**src/rtl/hilo_mdu.sv**
```systemverilog
// Iterative HI/LO multiply/divide unit: 32-step shift-add multiply, restoring divide.
// Optional macro HILO_MDU_FAST_MUL_EN: single-cycle combinational MULT/MULTU.
module hilo_mdu #(
    parameter int WIDTH = 32
) (
    input  logic             clk,
    input  logic             reset,
    input  logic             start,
    input  logic [2:0]       op,
    input  logic [WIDTH-1:0] rs_data,
    input  logic [WIDTH-1:0] rt_data,
    input  logic             flush,
    output logic             busy,
    output logic             done,
    output logic [WIDTH-1:0] hi,
    output logic [WIDTH-1:0] lo
);

    localparam logic [2:0] OP_MULT  = 3'd0;
    localparam logic [2:0] OP_MULTU = 3'd1;
    localparam logic [2:0] OP_DIV   = 3'd2;
    localparam logic [2:0] OP_DIVU  = 3'd3;
    localparam logic [2:0] OP_MTHI  = 3'd4;
    localparam logic [2:0] OP_MTLO  = 3'd5;

    typedef enum logic [1:0] {IDLE, CALC, FIX} state_t;

    state_t             state;
    logic [4:0]         count;
    logic [WIDTH-1:0]   operand;     // multiplicand or divisor magnitude
    logic [2*WIDTH-1:0] acc;         // {partial product | remainder, multiplier | quotient}
    logic               is_div;
    logic               neg_result;
    logic               neg_rem;

    logic               is_signed;
    logic               sign_a;
    logic               sign_b;
    logic [WIDTH-1:0]   mag_a;
    logic [WIDTH-1:0]   mag_b;
    logic [WIDTH:0]     mul_sum;
    logic [2*WIDTH-1:0] mul_next;
    logic [WIDTH:0]     div_shift;
    logic [WIDTH+1:0]   div_diff;
    logic [2*WIDTH-1:0] div_next;
    logic [WIDTH-1:0]   fix_hi;
    logic [WIDTH-1:0]   fix_lo;

    assign is_signed = (op == OP_MULT) || (op == OP_DIV);
    assign sign_a    = is_signed & rs_data[WIDTH-1];
    assign sign_b    = is_signed & rt_data[WIDTH-1];
    assign mag_a     = sign_a ? -rs_data : rs_data;
    assign mag_b     = sign_b ? -rt_data : rt_data;

    assign mul_sum   = {1'b0, acc[2*WIDTH-1:WIDTH]} + (acc[0] ? {1'b0, operand} : '0);
    assign mul_next  = {mul_sum, acc[WIDTH-1:1]};

    // Restoring step: the shifted remainder may need WIDTH+1 bits before the compare.
    assign div_shift = {acc[2*WIDTH-1:WIDTH], acc[WIDTH-1]};
    assign div_diff  = {1'b0, div_shift} - {2'b00, operand};
    assign div_next  = div_diff[WIDTH+1] ? {div_shift[WIDTH-1:0], acc[WIDTH-2:0], 1'b0}
                                         : {div_diff[WIDTH-1:0], acc[WIDTH-2:0], 1'b1};

`ifdef HILO_MDU_FAST_MUL_EN
    logic [2*WIDTH-1:0] fast_prod;
    assign fast_prod = {{WIDTH{1'b0}}, mag_a} * {{WIDTH{1'b0}}, mag_b};
`endif

    always_comb begin
        fix_hi = acc[2*WIDTH-1:WIDTH];
        fix_lo = acc[WIDTH-1:0];
        if (!is_div) begin
            if (neg_result) {fix_hi, fix_lo} = -acc;
        end else begin
            if (neg_result) fix_lo = -acc[WIDTH-1:0];
            if (neg_rem)    fix_hi = -acc[2*WIDTH-1:WIDTH];
        end
    end

    always_ff @(posedge clk or posedge reset) begin
        if (reset) begin
            state      <= IDLE;
            busy       <= 1'b0;
            done       <= 1'b0;
            hi         <= '0;
            lo         <= '0;
            count      <= '0;
            operand    <= '0;
            acc        <= '0;
            is_div     <= 1'b0;
            neg_result <= 1'b0;
            neg_rem    <= 1'b0;
        end else begin
            done <= 1'b0;
            if (flush) begin
                state <= IDLE;
                busy  <= 1'b0;
            end else begin
                case (state)
                    IDLE: begin
                        if (start) begin
                            case (op)
                                OP_MULT, OP_MULTU, OP_DIV, OP_DIVU: begin
                                    is_div     <= op[1];
                                    // Divide by zero keeps the quotient positive so it reads all ones;
                                    // the remainder path then reproduces rs_data unchanged.
                                    neg_result <= (sign_a ^ sign_b) & (|rt_data);
                                    neg_rem    <= sign_a;
                                    operand    <= op[1] ? mag_b : mag_a;
                                    acc        <= {{WIDTH{1'b0}}, (op[1] ? mag_a : mag_b)};
                                    count      <= 5'd31;
                                    state      <= CALC;
                                    busy       <= 1'b1;
`ifdef HILO_MDU_FAST_MUL_EN
                                    if (!op[1]) begin
                                        acc   <= fast_prod;
                                        state <= FIX;
                                    end
`endif
                                end
                                OP_MTHI: hi <= rs_data;
                                OP_MTLO: lo <= rs_data;
                                default: ;
                            endcase
                        end
                    end
                    CALC: begin
                        acc <= is_div ? div_next : mul_next;
                        if (count == 5'd0) state <= FIX;
                        else               count <= count - 5'd1;
                    end
                    FIX: begin
                        hi    <= fix_hi;
                        lo    <= fix_lo;
                        done  <= 1'b1;
                        busy  <= 1'b0;
                        state <= IDLE;
                    end
                    default: begin
                        state <= IDLE;
                        busy  <= 1'b0;
                    end
                endcase
            end
        end
    end

endmodule

```
**config.mk**
```make
export PLATFORM = sky130hd
export DESIGN_NAME = hilo_mdu
export DESIGN_NICKNAME = d
export VERILOG_FILES = /design/src/rtl/hilo_mdu.sv
export SDC_FILE = /design/constraint.sdc
export NUM_CORES = 1
export LEC_CHECK = 0
export ABC_AREA = 1
export ABC_CLOCK_PERIOD_IN_PS = 7190
export BUFFER_PORTS_ARGS = -buffer_cell sky130_fd_sc_hd__clkbuf_2
export CORE_UTILIZATION = 60
export DETAILED_ROUTE_END_ITERATION = 6
export PLACE_DENSITY = 0.88
export SLEW_MARGIN = 20
export SYNTH_ARGS = -nofsm -noshare
export SYNTH_HDL_FRONTEND = slang
export SYNTH_SLANG_ARGS = --single-unit
```
**constraint.sdc**
```tcl
create_clock -name clk -period 7.19 [get_ports clk]
set_clock_uncertainty 0.15 [all_clocks]
set_input_delay 0.3595 -clock clk [delete_from_list [all_inputs] [get_ports clk]]
set_output_delay 0.3595 -clock clk [all_outputs]
set_load 0.01 [all_outputs]
```
* After elaboration in Yosys (flattened, before gate mapping)
Cells that the tools add are included.
Storage, ports and cells: register bits 172, output and inout bits 66, bits of input ports 71
Cells by class: bitwise logic cells 5, equal/unequal tests 16, reduce and logical (&&, ||, !) cells 15, multiplexer cells 37, add/sub/neg operators 8
Operators with widths (count):
- 32-bit two-way mux | 15
- 64-bit two-way mux | 4
- 32-bit negation | 4
- 32-bit case mux with 2 select lines | 2
- 64-bit case mux with 2 select lines | 1
- 64-bit negation | 1
- 33-bit by 32-bit subtractor with 34-bit output | 1
- 32-bit by 32-bit adder with 33-bit output | 1
- 32-bit OR reduction | 1
- 4-bit AND reduction | 4
- 5-bit two-way mux | 3
- 5-bit case mux with 2 select lines | 1
- 2-bit two-way mux | 4
- 3-bit by 2-bit equality test with 1-bit output (second input constant) | 2
- 3-bit equality test (second input constant) | 2
- 2-bit by 1-bit != test with 1-bit output (second input constant) | 3
- 2-bit != test (second input constant) | 3
- 3-bit != test (second input constant) | 2
- 3-bit AND reduction | 2
- 5-bit logical NOT | 1
- 1-bit two-way mux | 5
- 5-bit AND reduction | 1
- 5-bit by 1-bit subtractor with 5-bit output (second input constant) | 1
- 2-bit case mux with 2 select lines | 1
- 13 further kinds | 16

* Longest topological paths before layout
depth in word-level cells 8, gate-level depth with buffers 19, depth with buffers taken out 17

* Worst setup path before layout
No wires, ideal clock.
path kind register to register, start point register acc[0], end point register acc[61], data required time 6.922 ns, arrival 2.404 ns, path buffers 2, cell stages (with the launch flop) 18, path slack 4.518 ns, clock period less this slack 2.672 ns, cells stage by stage dfrtp_1 -> buf_6 -> clkbuf_1 -> nand2_1 -> inv_1 -> ha_1 -> inv_1 -> fa_1 -> o21ai_1 -> nand2_1 -> nand2_1 -> nand2_1 -> nand2_1 -> nand2_1 -> nand3_1 -> nand3_1 -> nand3_1 -> nand2_1
Between the ends: longest elaborated chain between the ends 4
RTL lines:
- start, declared | line 31 | logic [2*WIDTH-1:0] acc;
- start signal, assigned | line 110 | acc <= {{WIDTH{1'b0}}, (op[1] ? mag_a : mag_b)};
- start signal, assigned | line 128 | acc <= is_div ? div_next : mul_next;
- 32-bit two-way mux | line 55 | assign mul_sum = {1'b0, acc[2*WIDTH-1:WIDTH]} + (acc[0] ? {1'b0, operand} : '0);
- 32-bit by 32-bit adder with 33-bit output | line 55
- 64-bit two-way mux | line 128
- 64-bit case mux with 2 select lines | line 99 | case (state)
No other way between the ends. A chain may end at the register's enable or synchronous reset.

* Worst setup path in the final report
start point register state[0], end point register count[4]
Between the ends: longest elaborated chain between the ends 3, elaborated cells on any way between the ends 8, classes of those cells eq/ne (4); mux (1); reduce/logical (3)
RTL lines:
- start, declared | line 28 | state_t state;
- start signal, assigned | line 82 | state <= IDLE;
- start signal, assigned | line 96 | state <= IDLE;
- start signal, assigned | line 112 | state <= CALC;
- 2-bit by 1-bit equality test with 1-bit output or 2-bit logical NOT (tied branches) | line 99
- 2-bit != test (no source line) (tied with other cells)
- 5-bit AND reduction (no source line)
- end signal, assigned | line 130 | else count <= count - 5'd1;
- end, declared | line 29 | logic [4:0] count;
Several ways; a longest one is shown, not always the timed one.

==> impl_results.md <==
- Synth Area in XOR/XNOR: 2.22%
- Post-Synth Simple-Gate Area: 43.0%
- Wirelength per Cell: 21.2 um
- Ys Warns: 0
- Critical Path RT: 7340 ps
- RSZ-0062 raised after global routing: false
- Commonest cells in the netlist: 944 x nand2_1, 425 x inv_1, 418 x nor2_1
- Cell area after placement: 0.0189 mm2
- Dpl ws: approximately 3500 ps
- P per Cell Area: ~480 mW/mm2
- TritonCTS Buffers: 17
- Total iterations of the first detailed-routing run: 7
- Post-synthesis compound-gate area fraction: ~14%
- Buffers on Ports: 136
- Min Tclk post-route: 3650 ps
- # rows: 63
- Share of layout cells above drive strength 1: 7.70%
- Largest net degree at the start of global routing: between 90 and 100
- CP Launch Point: state[0]$_DFFE_PP0P_
- DR DRC count: 5
- Vias in the first global route: 20,300
- Post-placement cell count: 3,578
- CP Launch Type: register
- Multi-input logic area: ~0.012 mm2
- Vias per Instance: about 6.2
- Worst Setup EP: count[4]$_DFFE_PP0P_
- Main area contributors after synthesis: dfrtp_1 24%, nand2_1 20%, nand3_1 9.4%
- Initial antenna violation count: 0
- Root Driver: clkbuf_16
- Core box area: about 0.030 mm2
- GR Util met3: 12.7%
- Failing checks: design-rule violations
- Die Ht: between 150 and 200 um
- Top-area cell type share of the netlist area: 23.8%
- GRT Overall Usage: 49.5%
- Final Max Tran Viols: 0
- Seq/Total Area, Yosys: 23.8%
- Max-cap violation count: 0
- Maximum VDD drop: 0.264 mV
- CP Class: register to register
- Max_slew headroom: around 25%
- Clock latency on the worst-skew pair: 460 ps
- Leakage: approximately 10 nW
- CTS tree: done
- Run status: finished with violations
- Post-synthesis async set-or-reset flop share: 100%
- Syn_area_per_cell: 5.77 um2
- Distinct cells, synth: 55
- CP endpoint kind: register
- Reg area: roughly 0.0043 mm2
- Setup ws final: around 3500 ps
- Area leader, netlist: dfrtp_1
- Initial drt markers: 3,693
- Final setup TNS: 0 ps
- Seq cells post-synth: 172
- HPWL Detailed: 60,800 um
- Final Hold Viols: 0
- Critical path peak fanout: 43
- Via Count: around 22,000
- Post-CTS Setup Repair Bufs: 0
- Met1 GRT Util: 64.4%
- # H-tree levels: 4
- Top_reg_cell synth: dfrtp_1
- Grt ovf: 0
- Die area: 0.0309 mm2
- Slew at the pin closest to its max-slew limit: 1130 ps
- Worst-path clk slew: 70 ps
- Fmax: approximately 270 MHz
- Number of synthesized flops with an enable pin: 0
- Data arrival time of the worst path: 3800 ps
- Worst R2R Start: state[0]$_DFFE_PP0P_
- ANT nets after route: 0
- Area Overhead vs Synth: 7.95%
- Routed wire length: 76,700 um
- Clock Sinks: 172
- GRT busiest layer: met2
- Final RePlAce weighted congestion: 1.08
- N_diodes: 0
- Top-count cell post-synth: nand2_1
- HP Class: input pin to register
- Final nets: 3,351
- Mux share of post-synthesis cell area: 0%
- Synth Cell Area: 0.0181 mm2
- Initial core utilization: ~61%
- Met2 GRT Util: around 72%
- Final Cycle Share: 50.8%
- Final instance area: ~0.020 mm2
- Final Non-Filler Cells: 3,611
- Worst reg2reg path depth: 10
- Worst reg2reg endpoint: count[4]$_DFFE_PP0P_
- Filler cell count: ~2,900
- Main combinational cell family by area after synthesis: simple AND/OR/NAND/NOR gates
- CTS max path bufs: 2
- FF-to-FF setup slack: between 3000 and 4000 ps
- Post-Synth Adder-Cell Area: 5.06%
- Mapped Cells: between 3,000 and 4,000
- Mapped Nets: 3,282
- Core Util, Final: 66.0%
- IO Count: 137
- Number of setup violations in the final report: 0
- DIE WIDTH: 176 um
- First-pass GRT wire length: 116,000 um
-- flip-flops by register name (all words and copies together) (netlist names), 2 cells and up --
| signal | flops |
|---|---|
| acc | 64 |
| state | 2 |
| hi | 32 |
| operand | 32 |
| count | 5 |
| lo | 32 |
-- kinds of logic after synthesis --
group / after synthesis
simple gates: 1848
buf+inv: 553
compound gates: 448
flops: 172
fa+ha+maj: 72
xor+xnor: 46
-- report_power, final --
part,internal [mW],switching [mW],leakage [nW]
clock network,0.533,0.461,0.296
logic,1.96,4.33,7.94
registers,1.40,0.742,2.04
-- routing by layer --
layer,part of all wire (%),vias up
met5,0,-
met4,7.7,0
met3,14,333
met2,41,1667
met1,38,10200
li1,-,10300
-- area by class of cell --
| cell class | count | area share (%) |
|---|---|---|
| well taps | 390 | 2.50 |
| multi-input cells | 2414 | 59.7 |
| clock inverters | 13 | 0.787 |
| clock buffers | 19 | 2.26 |
| inverters | 453 | 8.74 |
| flip-flops and latches | 172 | 22.0 |
| repair buffers | 150 | 4.03 |
-- cells in the final DEF, fill, tap and decap left out, types with 7 or more instances in the layout --
cell type	netlist	layout
xor2_1	34	34
a31oi_1	36	36
clkbuf_2	0	136
dfrtp_1	172	171
o21bai_1	7	7
buf_4	6	13
nand3_1	341	341
inv_2	24	24
o21ai_1	14	14
nand3b_1	16	16
nand2_1	944	944
nor2_2	9	10
xnor2_1	12	12
o221ai_1	17	17
ha_1	70	70
clkbuf_16	0	17
nor2_4	8	9
nand4_1	59	59
o211ai_1	31	31
a21oi_1	167	167
inv_1	425	424
o21ai_0	142	142
nor3_1	24	24
a22oi_1	15	15
nor2_1	418	416
-- what timing repair did --
action / 4_1_cts / 5_1_grt
hold buffers: 1 / 0
hold endpoints to repair: 35 / 0
gates resized for setup: 0 / 0
-- worst min path at each step --
stage / startpoint / endpoint / slack, ps / depth (start not counted)
after global placement: lo[1]$_DFFE_PP0P_ / lo[1]$_DFFE_PP0P_ / 320 / 2
after floorplan: count[4]$_DFFE_PP0P_ / count[4]$_DFFE_PP0P_ / 310 / 2
after detailed placement: lo[1]$_DFFE_PP0P_ / lo[1]$_DFFE_PP0P_ / 320 / 2
after global routing: rt_data[31] / operand[31]$_DFFE_PP0P_ / 130 / 3
after CTS: rt_data[31] / operand[31]$_DFFE_PP0P_ / 120 / 3
final: rt_data[31] / operand[31]$_DFFE_PP0P_ / 140 / 3
-- worst max-delay path, stage by stage (launching register included) --
cell	delay [ps]
dfrtp_1	480
inv_2	80
nor2_4	440
inv_2	460
nor2_4	870
nand2_1	160
nand2_1	230
nand2_1	110
or2_0	250
o21ai_1	150
nand3_1	90
-- metrics by stage --
step | total power [mW] | hold WS, ps
3_3_place_gp | 8.00 | 317
4_1_cts | 9.12 | 116
5_1_grt | 10.1 | 135
3_5_place_dp | 8.12 | 322
2_1_floorplan | 6.21 | 308
6_report | 9.42 | 138
No activity file was read; power rests on OpenSTA's default activity.
